$ cat config.mk
export PLATFORM = sky130hd
export DESIGN_NAME = mem_access_unit
export DESIGN_NICKNAME = d
export VERILOG_FILES = /design/src/rtl/mem_access_unit.sv
export SDC_FILE = /design/constraint.sdc
export NUM_CORES = 1
export LEC_CHECK = 0
export CAP_MARGIN = 20
export CORE_ASPECT_RATIO = 1.5
export CORE_UTILIZATION = 41
export DETAILED_ROUTE_END_ITERATION = 10
export HOLD_SLACK_MARGIN = 0.05
export PLACE_DENSITY = 0.84
export SYNTH_ARGS = -nofsm -noshare
export SYNTH_HDL_FRONTEND = slang
export SYNTH_SLANG_ARGS = --single-unit
export TNS_END_PERCENT = 100
$ cat constraint.sdc
create_clock -name clk -period 2.5 [get_ports clk]
set_clock_uncertainty 0.2 [all_clocks]
set_input_delay 0.625 -clock clk [delete_from_list [all_inputs] [get_ports clk]]
set_output_delay 0.625 -clock clk [all_outputs]
set_load 0.02 [all_outputs]
$ cat src/rtl/mem_access_unit.sv
// MEM-stage access unit: sub-word loads with extension, sub-word stores via a 3-cycle read-modify-write.
// Optional macro MEM_ACCESS_MISALIGN_TRAP_EN flags misaligned half/word accesses instead of force-aligning them.
module mem_access_unit #(
   parameter int ADDR_W = 32,
   parameter int DATA_W = 32
) (
   input  logic              clk,
   input  logic              rst_n,
   input  logic              req_valid,
   input  logic              req_we,
   input  logic [1:0]        req_size,
   input  logic              req_uns,
   input  logic [ADDR_W-1:0] req_addr,
   input  logic [DATA_W-1:0] req_wdata,
   output logic              stall,
   output logic [DATA_W-1:0] load_data,
   output logic [ADDR_W-1:0] dm_addr,
   output logic [DATA_W-1:0] dm_wdata,
   output logic              dm_we,
   input  logic [DATA_W-1:0] dm_rdata,
   output logic              misalign,
   output logic [ADDR_W-1:0] bad_addr
);

   typedef enum logic [1:0] {
      IDLE   = 2'd0,
      RMW_RD = 2'd1,
      RMW_WR = 2'd2
   } state_t;

   state_t            state;
   state_t            state_nxt;
   logic [ADDR_W-1:0] addr_q;
   logic [DATA_W-1:0] wdata_q;
   logic [DATA_W-1:0] word_q;
   logic [1:0]        size_q;
   logic              mis_s;
   logic              stall_s;
   logic              dm_we_s;

   // Select the addressed lane of a word and sign- or zero-extend it.
   function automatic logic [31:0] load_extend(input logic [31:0] word, input logic [1:0] size,
                                               input logic [1:0] lo, input logic uns);
      logic [7:0]  b;
      logic [15:0] h;
      logic [31:0] res;
      b = 8'(word >> {lo, 3'b000});
      h = 16'(word >> {lo[1], 4'b0000});
      case (size)
         2'b00:   res = uns ? {24'd0, b} : {{24{b[7]}}, b};
         2'b01:   res = uns ? {16'd0, h} : {{16{h[15]}}, h};
         default: res = word;
      endcase
      return res;
   endfunction

   // Replace the addressed byte or half of a word with right-justified store data.
   function automatic logic [31:0] lane_merge(input logic [31:0] word, input logic [31:0] wdata,
                                              input logic [1:0] size, input logic [1:0] lo);
      logic [31:0] mask;
      logic [31:0] data;
      case (size)
         2'b00: begin
            mask = 32'h0000_00FF << {lo, 3'b000};
            data = {24'd0, wdata[7:0]} << {lo, 3'b000};
         end
         2'b01: begin
            mask = 32'h0000_FFFF << {lo[1], 4'b0000};
            data = {16'd0, wdata[15:0]} << {lo[1], 4'b0000};
         end
         default: begin
            mask = 32'hFFFF_FFFF;
            data = wdata;
         end
      endcase
      return (word & ~mask) | (data & mask);
   endfunction

`ifdef MEM_ACCESS_MISALIGN_TRAP_EN
   logic [ADDR_W-1:0] bad_addr_q;

   assign mis_s = (state == IDLE) && req_valid &&
                  (((req_size == 2'b01) && req_addr[0]) ||
                   (req_size[1] && (req_addr[1:0] != 2'b00)));

   // Remember the most recent faulting address.
   always_ff @(posedge clk or negedge rst_n) begin
      if (!rst_n) begin
         bad_addr_q <= '0;
      end else if (mis_s) begin
         bad_addr_q <= req_addr;
      end
   end

   assign bad_addr = bad_addr_q;
   assign misalign = mis_s & rst_n;
`else
   assign mis_s    = 1'b0;
   assign bad_addr = '0;
   assign misalign = 1'b0;
`endif

   // Next-state and datapath steering for the read-modify-write sequencer.
   always_comb begin
      state_nxt = state;
      dm_addr   = req_addr;
      dm_wdata  = req_wdata;
      dm_we_s   = 1'b0;
      stall_s   = 1'b0;
      load_data = '0;
      case (state)
         IDLE: begin
            if (req_valid && !mis_s) begin
               if (!req_we) begin
                  load_data = load_extend(dm_rdata, req_size, req_addr[1:0], req_uns);
               end else if (req_size[1]) begin
                  dm_we_s = 1'b1;
               end else begin
                  stall_s   = 1'b1;
                  state_nxt = RMW_RD;
               end
            end else begin
               state_nxt = IDLE;
            end
         end
         RMW_RD: begin
            dm_addr   = addr_q;
            dm_wdata  = word_q;
            stall_s   = 1'b1;
            state_nxt = RMW_WR;
         end
         RMW_WR: begin
            dm_addr   = addr_q;
            dm_wdata  = lane_merge(word_q, wdata_q, size_q, addr_q[1:0]);
            dm_we_s   = 1'b1;
            state_nxt = IDLE;
         end
         default: begin
            state_nxt = IDLE;
         end
      endcase
   end

   // Reset must silence memory writes and release the pipeline immediately, even mid-RMW.
   assign stall = stall_s & rst_n;
   assign dm_we = dm_we_s & rst_n;

   // State register.
   always_ff @(posedge clk or negedge rst_n) begin
      if (!rst_n) begin
         state <= IDLE;
      end else begin
         state <= state_nxt;
      end
   end

   // Capture the sub-word store request, then the old memory word during RMW_RD.
   always_ff @(posedge clk or negedge rst_n) begin
      if (!rst_n) begin
         addr_q  <= '0;
         wdata_q <= '0;
         size_q  <= 2'b00;
         word_q  <= '0;
      end else begin
         if ((state == IDLE) && (state_nxt == RMW_RD)) begin
            addr_q  <= req_addr;
            wdata_q <= req_wdata;
            size_q  <= req_size;
         end
         if (state == RMW_RD) begin
            word_q <= dm_rdata;
         end
      end
   end

endmodule
==> results.yml <==
critical_path:
  path_buf_inv: 2
  cp-start-kind: "flip-flop"
  worstPathCellList: "inv_2 > ha_2 > nor2b_4 > a21boi_4 > o21ai_1 > a31oi_2 > buf_4"
  slowest_delay_ps: 400
  path_max_fanout: 8
  crit_type: "reg -> out"
  path_delay_family: "compound AO/OA/AOI/OAI gates"
  crit_required_ps: 1670
  crit_path_top_delay_cell: "dfrtp_1"
  critPathArrivalTime_ps: 2130
  worstSetupEndpointType: "output pin"
place:
  place_inst: 1105
  hpwlAfterDp_um: 16000
  place.gp.congestion: 0.922
  io_buffers: 200
clock_network:
  path_clk_slew_ps: 80
  cts_tree: "done"
  cts_made_buffers: 9
  root_buffer: "clkbuf_16"
  h-tree-depth: 3
  postCtsHoldBufs: 0
  cts.sinks: 100
  cts_buffer_depth: 2
  insertion_delay_ps: 350
timing:
  worst_pin_slew_ps: 652
  rsz0062_at_grt: "true"
  slew_viol_final: 0
  setup_viol: 98
  finalWorstSetupSlack_ps: -450
  slew_headroom_pct: 56.5
  fmax_mhz: 339
  min_period_over_period_pct: 118
  final_hold_viol_count: 0
  period_needed_ps: 2950
logic_synthesis:
  ys_warn_count: 0
  synthFlopType: "dfrtp_1"
  async_flop_share_pct: 100
  avgSynthCellArea_um2: 9.95
  syn_area_um2: 6480
  synth-seq-area-share_pct: 38.6
  synth-seq-cells: 100
  syn_inst: 651
  ys_types: 45
  synth-edff-count: 0
power:
  swShare_pct: 38.1
  seqPwrFrac_pct: 33.8
  p_leak_uw: 0.00474
  clkPwrFrac_pct: 18.6
  ir_worst_vdd_v: 0.000452
  p_total_uw: 7930
  p_per_area_nw_per_um2: 708
  intPower_uw: 4910
  p_sw_uw: 3020
  power_frac_comb_pct: 47.6
die:
  ios: 234
  die_y_um: 156
  row_count: 55
  core_area_um2: 15300
  die_area_um2: 16300
  start_util_pct: 42.4
  die_w_um: 105
drt:
  route.vias.total: 6741
  wl_met2_um: 14100
  ant_nets: 0
  highest_layer: "met4"
  viasPerCell: 5.80
  wl_met1_um: 9580
  drc: 0
  avgRoutedWirePerCell_um: 23.4
  dr.pass1.iters: 5
  drt-total-wl_um: 27200
  drt_iter0_drc: 449
  wl_met3_um: 1590
layout:
  drive_gt1_share_pct: 59.7
  fin_nets: 1064
  finalNonFillerCells: 1162
  areaGrowthSynthToFinish_pct: 72.9
global_routing:
  grt-ovfl-total: 0
  globalRouteTotalUtil_pct: 31.2
  grt_max_degree: 47
  antenna_found_initial: 2
  grt_pass1_wl_um: 39000
  grt_pass1_vias: 6898
outcome:
  violations: "negative setup slack"
  status: "complete, but fails checks"
hold_path:
  hold_class: "in -> async"
job:
  cap_viol_max_count: 0
-- power groups by stage --
stage / logic [uW] / clock network (uW) / registers (uW)
floorplan: 1970 / 0 / 2420
global placement: 3050 / 0 / 2530
detailed placement: 3130 / 0 / 2570
CTS: 3540 / 1450 / 2580
global route: 3940 / 1550 / 2720
finish: 3780 / 1470 / 2680
-- metal layers --
metal / vias to the layer above / GRT usage [%]
met3: 137 / 5.51
met1: 3303 / 33.8
met4: 0 / 20.4
met5: - / 0
met2: 406 / 55.7
li1: 2895 / -
-- worst paths after layout --
check | endpoint | cells past startpoint | start | slack, ps
min in group clk | addr_q[6] | 1 | addr_q[6] | 310
setup reg to reg | size_q[1] | 7 | state[1] | 220
setup / recovery | dm_wdata[22] | 7 | state[0] | -450
max in group asynchronous | size_q[0] | 2 | rst_n | 1390
hold / removal | addr_q[5] | 2 | rst_n | 100
hold reg to reg | addr_q[6] | 1 | addr_q[6] | 310
-- placed cells by master, fill, tap and decap left out, types with 21 or more instances in the layout --
master and n:
buf_2 28, buf_4 124, buf_6 72, clkdlybuf4s50_1 62, conb_1 33, dfrtp_1 97, dlygate4sd2_1 31, mux2_2 122
nand2_1 57, nand2_2 24, nor2_1 21
-- kinds of logic after synthesis --
logic type / synth area share, %
muxes: 25.7
buffers and inverters: 8.54
AOI/OAI and AO/OA: 12.6
DFF: 38.6
and+or+nand+nor: 13.6
adders and majority gates: 0.773
other: 0.0579
-- cell usage after synthesis, types with 9 or more instances --
| master | number | area (um^2) |
|---|---|---|
| nand2_1 | 90 | 338 |
| mux2_2 | 139 | 1570 |
| o21ai_0 | 23 | 115 |
| inv_1 | 14 | 52.6 |
| nor2b_1 | 15 | 93.8 |
| or3b_2 | 9 | 78.8 |
| nand2b_1 | 9 | 56.3 |
| buf_4 | 37 | 278 |
| nor3b_1 | 9 | 67.6 |
| clkbuf_1 | 28 | 105 |
| a21oi_1 | 10 | 50.1 |
| a31oi_1 | 25 | 156 |
| dfrtp_1 | 100 | 2500 |
| nor2_1 | 35 | 131 |
-- flip-flops by register name (all words and copies together), names as in the netlist --
signal,count
addr_q,32
word_q,32
size_q,2
wdata_q,32
state,2
-- final cells by class --
cell class / count / area, um^2
Clock inverter: 5 / 62.6
Antenna cell: 2 / 5.00
Timing Repair Buffer: 345 / 3370
Inverter: 14 / 52.6
Tap cell: 199 / 249
Sequential cell: 100 / 2510
Multi-Input combinational cell: 487 / 4710
Clock buffer: 10 / 239
Fill cell: 922 / 4070
-- metrics by stage --
stage	setup TNS, ps	utilization (%)	instance area [um^2]	hold WS [ps]	setup WS, ps
finish	-28570	73.3	11200	101	-450
global route	-33390	73.3	11200	131	-484
CTS	-24520	71.8	11000	101	-341
detailed placement	-87350	62.6	9570	287	-1180
global placement	-82620	62.6	9570	281	-1130
floorplan	-949	-	6930	129	-67.3
-- what timing repair did --
action	in CTS	in global routing
resized for setup	778	44
setup endpoints to repair	164	156
pin swaps	49	14
gates cloned	7	1
setup buffers	31	5
Note: power is estimated with default switching activity, not from simulation.
